==> src/rtl/simon_pkg.sv <==
// Shared Simon definitions: colour codes, the colour-to-LED mapping and
// elaboration-time helpers used by the game blocks.
package simon_pkg;

   localparam int DEF_MAX_LEN = 32;

   typedef logic [1:0] colour_t;

   localparam colour_t COL_RED    = 2'd0;
   localparam colour_t COL_GREEN  = 2'd1;
   localparam colour_t COL_BLUE   = 2'd2;
   localparam colour_t COL_YELLOW = 2'd3;

   // One-hot LED drive: red on bit 0 through yellow on bit 3.
   function automatic logic [3:0] colour_to_led(input colour_t c);
      return 4'b0001 << c;
   endfunction

   // Ceiling log2 for sizing buses; clog2(1) = 0.
   function automatic int clog2(input int value);
      int result;
      result = 0;
      for (int i = 0; i < 31; i++) begin
         if ((1 << i) < value) result = i + 1;
      end
      return result;
   endfunction

endpackage

==> src/rtl/simon_playback_ctrl.sv <==
// Plays the stored Simon pattern onto the colour LEDs and tone enable,
// one RAM entry at a time, each lit for ON_TICKS then dark for OFF_TICKS.
module simon_playback_ctrl
   import simon_pkg::*;
#(
   parameter  int MAX_LEN   = DEF_MAX_LEN,
   parameter  int ON_TICKS  = 2,
   parameter  int OFF_TICKS = 1,
   localparam int ADDR_W    = clog2(MAX_LEN),
   localparam int LEN_W     = clog2(MAX_LEN + 1)
)(
   input  logic              clk,
   input  logic              rst_n,
   input  logic              tick,
   input  logic              start,
   input  logic              abort,
   input  logic [LEN_W-1:0]  seq_len,
   output logic [ADDR_W-1:0] rd_addr,
   input  logic [1:0]        rd_data,
   output logic [3:0]        led,
   output logic              tone_en,
   output logic              busy,
   output logic              done
);

   localparam int CNT_W = clog2(((ON_TICKS > OFF_TICKS) ? ON_TICKS : OFF_TICKS) + 1);
   localparam logic [CNT_W-1:0] ON_LAST  = CNT_W'(ON_TICKS - 1);
   localparam logic [CNT_W-1:0] OFF_LAST = CNT_W'(OFF_TICKS - 1);

   typedef enum logic [2:0] {
      S_IDLE, S_FETCH, S_LATCH, S_ON, S_OFF, S_DONE
   } state_t;

   state_t             state, state_n;
   logic [LEN_W-1:0]   idx, idx_n;
   logic [LEN_W-1:0]   len, len_n;
   logic [ADDR_W-1:0]  addr_n;
   colour_t            colour, colour_n;
   logic [CNT_W-1:0]   tick_cnt, cnt_n;
   logic [3:0]         led_n;
   logic               tone_en_n, busy_n, done_n;
   logic [LEN_W-1:0]   eff_len;

   assign eff_len = (seq_len > LEN_W'(MAX_LEN)) ? LEN_W'(MAX_LEN) : seq_len;

   // NOTE: every variable is given a default before the case so no path
   // leaves one unassigned, which would otherwise infer a latch.
   always_comb begin
      state_n  = state;
      idx_n    = idx;
      len_n    = len;
      addr_n   = rd_addr;
      colour_n = colour;
      cnt_n    = tick_cnt;

      if (abort) begin
         // Cancel wins over everything, including a coincident start in IDLE.
         state_n = S_IDLE;
         cnt_n   = '0;
      end else begin
         unique case (state)
            S_IDLE: begin
               if (start) begin
                  len_n = eff_len;
                  if (eff_len == '0) begin
                     state_n = S_DONE;
                  end else begin
                     idx_n   = '0;
                     addr_n  = '0;
                     state_n = S_FETCH;
                  end
               end
            end
            S_FETCH: state_n = S_LATCH;
            S_LATCH: begin
               colour_n = rd_data;
               cnt_n    = '0;
               state_n  = S_ON;
            end
            S_ON: begin
               if (tick) begin
                  if (tick_cnt == ON_LAST) begin
                     cnt_n   = '0;
                     state_n = S_OFF;
                  end else begin
                     cnt_n = tick_cnt + CNT_W'(1);
                  end
               end
            end
            S_OFF: begin
               if (tick) begin
                  if (tick_cnt == OFF_LAST) begin
                     cnt_n = '0;
                     if (idx == len - LEN_W'(1)) begin
                        state_n = S_DONE;
                     end else begin
                        idx_n   = idx + LEN_W'(1);
                        addr_n  = rd_addr + ADDR_W'(1);
                        state_n = S_FETCH;
                     end
                  end else begin
                     cnt_n = tick_cnt + CNT_W'(1);
                  end
               end
            end
            S_DONE:  state_n = S_IDLE;
            default: state_n = S_IDLE;
         endcase
      end

      // Outputs are decoded from the next state so they leave the flops aligned with it.
      led_n     = (state_n == S_ON) ? colour_to_led(colour_n) : 4'b0000;
      tone_en_n = (state_n == S_ON);
      busy_n    = (state_n == S_FETCH) || (state_n == S_LATCH) ||
                  (state_n == S_ON)    || (state_n == S_OFF);
      done_n    = (state_n == S_DONE);
   end

   // NOTE: sequential state uses non-blocking assignments so every flop
   // samples the pre-edge values regardless of statement order.
   always_ff @(posedge clk or negedge rst_n) begin
      if (!rst_n) begin
         state    <= S_IDLE;
         idx      <= '0;
         len      <= '0;
         rd_addr  <= '0;
         colour   <= COL_RED;
         tick_cnt <= '0;
         led      <= '0;
         tone_en  <= 1'b0;
         busy     <= 1'b0;
         done     <= 1'b0;
      end else begin
         state    <= state_n;
         idx      <= idx_n;
         len      <= len_n;
         rd_addr  <= addr_n;
         colour   <= colour_n;
         tick_cnt <= cnt_n;
         led      <= led_n;
         tone_en  <= tone_en_n;
         busy     <= busy_n;
         done     <= done_n;
      end
   end

endmodule

==> config.mk <==
export PLATFORM = sky130hd
export DESIGN_NAME = simon_playback_ctrl
export DESIGN_NICKNAME = d
export VERILOG_FILES = /design/src/rtl/simon_pkg.sv /design/src/rtl/simon_playback_ctrl.sv
export SDC_FILE = /design/constraint.sdc
export NUM_CORES = 1
export LEC_CHECK = 0
export BUFFER_PORTS_ARGS = -buffer_cell sky130_fd_sc_hd__buf_2
export CAP_MARGIN = 25
export CORE_MARGIN = 4
export CORE_UTILIZATION = 25
export DETAILED_ROUTE_END_ITERATION = 10
export SLEW_MARGIN = 5
export SYNTH_ARGS = -nofsm -noshare
export SYNTH_HDL_FRONTEND = slang
export SYNTH_SLANG_ARGS = --single-unit
==> constraint.sdc <==
create_clock -name clk -period 2.4 [get_ports clk]
set_input_delay 0.48 -clock clk [delete_from_list [all_inputs] [get_ports clk]]
set_output_delay 0.48 -clock clk [all_outputs]
set_load 0.01 [all_outputs]
== After elaboration in Yosys (flattened, before gate mapping) ==
Cells that the tools add are included.
Storage, ports and cells
  bits in registers: 31
  input bits: 13
  output and inout bits: 12
  logic and storage cells: 77
Operators by class
  add/sub/neg operators: 4
  order comparisons: 1
  equality and inequality tests: 18
  shift operators: 1
  muxes and demuxes: 31
  bitwise gates (word level): 1
  reductions and logical operators: 11
Operator list (count)
  $mux W6: 6
  $mux W5: 5
  $mux W3: 8
  $pmux W3 S5: 1
  $mux W2: 7
  $eq A3 B2 Y1 const B: 4
  $pmux W6 S2: 1
  $ne A2 B2 Y1 const B: 5
  $pmux W5 S2: 1
  $eq A3 B3 Y1 const B: 3
  $reduce_and A7 Y1: 1
  $add A6 B1 Y6 const B: 1
  $eq A3 B1 Y1 const B: 2
  $eq A6 B6 Y1: 1
  $gt A6 B6 Y1 const B: 1
  $logic_not A6 Y1: 1
  $ne A3 B3 Y1 const B: 2
  $pmux W2 S3: 1
  $reduce_and A3 Y1: 2
  $sub A6 B1 Y6 const B: 1
  $add A5 B1 Y5 const B: 1
  $mux W4: 1
  $reduce_bool A4 Y1: 1
  $shl A1 B2 Y4 const A: 1
  7 further kinds: 9

== Logic depth before layout (Yosys ltp) ==
  word-level depth: 11
  depth in mapped cells: 9
  gate-level depth less buffers: 8

== Worst setup path after synthesis ==
OpenSTA, ideal clock, no wires.
  path type: register to register
  start: register len[0]
  end: register rd_addr[4]
  setup time: 0.078 ns
  arrival: 1.999 ns
  required time: 2.322 ns
  setup slack: 0.323 ns
  cell stages (with the launch flop): 10
  buffers on the path: 1
  period minus slack after synthesis: 2.077 ns
  cell sequence: dfrtp_1 inv_1 ha_1 and3b_1 o21ai_0 a31oi_1 and4_2 clkbuf_8 or4_1 a21oi_1
Between the ends
  cells in the longest elaborated chain, start to end: 4
RTL lines
  start, declared: RTL line simon_playback_ctrl.sv:36  | logic [LEN_W-1:0] len, len_n;
  start signal, assigned: RTL line simon_playback_ctrl.sv:136  | len <= len_n;
  $sub A6 B1 Y6: RTL line simon_playback_ctrl.sv:94  | if (idx == len - LEN_W'(1)) begin
  $eq A6 B6 Y1: RTL line simon_playback_ctrl.sv:94
  $ne A2 B2 Y1 (no line)
  $reduce_and A7 Y1 (no line)
  end signal, assigned: RTL line simon_playback_ctrl.sv:137  | rd_addr <= addr_n;
  end, declared: RTL line simon_playback_ctrl.sv:18  | output logic [ADDR_W-1:0] rd_addr,
No other way between the ends.
A chain may end at the register's enable or synchronous reset.

== Final worst setup path ==
  start: register len[0]
  end: register idx[0]
Between the ends
  cells in the longest elaborated chain, start to end: 4
RTL lines
  $sub A6 B1 Y6: RTL line simon_playback_ctrl.sv:94
  $eq A6 B6 Y1: RTL line simon_playback_ctrl.sv:94
  $ne A2 B2 Y1 (no line)
  $reduce_and A7 Y1 (no line)
  end signal, assigned: RTL line simon_playback_ctrl.sv:135  | idx <= idx_n;
  end, declared: RTL line simon_playback_ctrl.sv:35  | logic [LEN_W-1:0] idx, idx_n;
No other way between the ends.

==> qor.csv <==
stage,metric,value,unit
die,die_area,8510,sq um
run,maxCapViolations,0,
worst_hold_path,hold_class,in -> async,
logic_synthesis,syn-num-nets,197,
die,die_w,92.2,um
status,status,completed,
logic_synthesis,ys_warn_count,0,
setup_path,r2r_end,idx[0],
clock_network,cts_tree,built,
logic_synthesis,ys_types,48,
placement,dpl_cell_area,1970,sq um
finish,diodes,0,
logic_synthesis,yosysTopAreaCellShare,43.7,%
grt,grt_pass1_vias,1341,
grt,grt_use_total,9.74,%
grt,grt_overflow,0,
finish,final_common_cell,dfrtp_1,
detailed_routing,postRouteAntennaNets,0,
placement,place.gp.congestion,0.793,
finish,final_cell_mix,"dfrtp_1, buf_2, inv_1, nor2_1, nand2_1",
detailed_routing,routed_via_density,4.59,
finish,area_growth,16.0,%
timing,clock.fmax,439,MHz
timing,fin_tns_setup,0,ns
setup_path,max_stage_delay,0.37,ns
grt,grt_pass1_wl,6510,um
clock_network,postCtsSetupBuffers,0,
finish,drive_above_1_share,26.3,%
finish,num-fill-cells,732,
setup_path,cp-start-kind,register,
setup_path,critPathRequiredTime,2.57,ns
placement,dpl.hpwl,2730,um
setup_path,arrival,2.45,ns
setup_path,cp_slowest_cell,dfrtp_1,
clock_network,cts_made_buffers,5,
detailed_routing,route.detailed.wl_per_inst,12.6,um
placement,numPortBuffers,24,
grt,grt_max_degree,32,
logic_synthesis,synth.area.top_cells,"dfrtp_1, ha_1, xnor2_1",
setup_path,crit_type,reg -> reg,
pwr,ir_drop,200,uV
logic_synthesis,async_reset_ff_share,100,%
clock_network,clockBufferDepth,2,
clock_network,ctsHoldBuffers,0,
detailed_routing,drc_errors,0,
setup_path,worstPathMaxFanout,4,
setup_path,crit_chain,"inv_1, ha_1, nor2b_1, or3_1, a31oi_1, nand4_1, nand3_1, mux2_2",
logic_synthesis,syn_area,1770,sq um
timing,slew_violations,0,
clock_network,htree_levels,2,
logic_synthesis,postSynthCellCount,177,
timing,setup_violations,0,
clock_network,clkLatencyLatePin,0.29,ns
detailed_routing,routed_wirelength,3790,um
logic_synthesis,ys_ff_latch,31,
timing,final.min_clock_period,2.28,ns
logic_synthesis,yosysSeqAreaShare,43.7,%
finish,postLayoutCellArea,2060,sq um
timing,fin_crit_sh,95.0,%
pwr,p_leak,0.947,nW
setup_path,end_kind,register,
clock_network,clockRootBuffer,clkbuf_8,
die,start_util,26.0,%
setup_path,timing.rr.start,len[0],
die,fp.coreArea,6830,sq um
timing,finalClockSkew,0.00971,ns
clock_network,cts_sinks,31,
die,row_count,30,
logic_synthesis,synth_ff_type,dfrtp_1,
detailed_routing,drt_iter0_markers,61,
clock_network,cts.clk_slew.worst_paths,0.07,ns
die,io_pins,25,
pwr,p_per_area,628,nW/um^2
timing,slew_headroom,53.6,%
detailed_routing,num_vias,1382,
finish,final_nets,224,
logic_synthesis,synth_edf_count,0,
timing,rsz0062_at_grt,false,
timing,worst_pin_slew,0.696,ns
die,die_h,92.2,um
clock_network,ctsResizeCount,0,
detailed_routing,drt_pass1_iterations,4,
timing,hold_viol,0,
logic_synthesis,synth.avg_cell_area,10.0,sq um
grt,antenna_found_initial,0,
logic_synthesis,yosysTopAreaCell,dfrtp_1,
setup_path,r2r.worst_path.cells,8,
setup_path,r2r_slack,0.12,ns
-- report_power, final --
part | total, mW | internal [mW] | switching (mW) | leakage [nW]
sequential | 0.611 | 0.573 | 0.0381 | 0.416
combinational | 0.280 | 0.122 | 0.157 | 0.483
clock | 0.402 | 0.198 | 0.204 | 0.0477
total | 1.29 | 0.894 | 0.400 | 0.947
-- cell families (layout without fill, tap and decap cells) --
group | Yosys count | count (layout) | synth area share [%]
compound gates | 33 | 33 | 12.3
flops | 31 | 31 | 43.7
xor+xnor | 8 | 8 | 3.95
mux | 7 | 7 | 4.23
fa+ha+maj | 7 | 7 | 4.94
simple gates | 69 | 69 | 24.0
buf+inv | 22 | 50 | 6.84
-- sequential cells by signal, indices dropped and copies added (netlist names) --
name      flops
busy          1
done          1
idx           6
tick_cnt      2
colour        2
rd_addr       5
led           4
state         3
tone_en       1
len           6
-- Yosys cell counts (2+ instances only) --
library cell  instances
dfrtp_1              31
inv_1                15
nor2_1               12
nand2_1              11
a21oi_1               9
ha_1                  7
o21ai_0               7
xnor2_1               7
nand4_1               6
nand3b_1              5
mux2_2                4
o31ai_1               4
or4_1                 4
a211oi_1              3
mux2i_1               3
nor2b_1               3
nor4_1                3
a31oi_1               2
and3_2                2
buf_6                 2
clkbuf_1              2
clkbuf_8              2
nand3_1               2
nand4b_1              2
nor3_1                2
o21ai_2               2
o311ai_0              2
or3_1                 2
or3_2                 2
-- worst max-delay path by stage --
stage / from / end / slack, ns / cells past startpoint
2_1_floorplan: len[0] / rd_addr[4] / 0.32 / 9
3_3_place_gp: start / rd_addr[0] / 0.18 / 7
3_5_place_dp: start / rd_addr[0] / 0.15 / 7
4_1_cts: tick_cnt[1] / idx[4] / 0.13 / 8
5_1_grt: len[0] / idx[0] / 0.01 / 8
6_report: len[0] / idx[0] / 0.12 / 8
-- worst max-delay path, delay by kind of cell (launching register included) --
kind | cells | cell delay [ns]
AND/OR/NAND/NOR | 4 | 0.90
flip-flops | 1 | 0.37
multiplexers | 1 | 0.36
adder cells (fa/ha/maj) | 1 | 0.23
AO/OA/AOI/OAI | 1 | 0.22
buffers and inverters | 1 | 0.08
-- final cells by class --
class                           count  area, sq um  share of cell area (%)
Clock inverter                      3         15.0                   0.729
Inverter                           15         56.3                    2.74
Multi-Input combinational cell    124          880                    42.7
Timing Repair Buffer               27          143                    6.93
Clock buffer                        5         68.8                    3.34
Tap cell                           96          120                    5.84
Sequential cell                    31          776                    37.7
-- per-stage QoR --
step	utilization, %	power [mW]	instances	setup slack [ns]	hold slack (ns)
floorplan	-	0.828	177	0.323	0.184
global placement	28.9	0.892	293	0.181	0.508
detailed placement	28.9	0.898	293	0.147	0.524
CTS	30.1	1.31	301	0.130	0.262
global route	30.1	1.38	301	0.0133	0.304
finish	30.1	1.29	301	0.120	0.231
-- per-layer routing --
metal	up-vias	wire length [um]	part of all wire [%]	track usage, %
met4	0	61	1.6	3.71
li1	688	-	-	-
met1	650	1820	48	12.8
met2	38	1640	43	14.4
met3	6	271	7.1	3.86
met5	-	0	0	0
No activity file was read; power rests on OpenSTA's default activity.
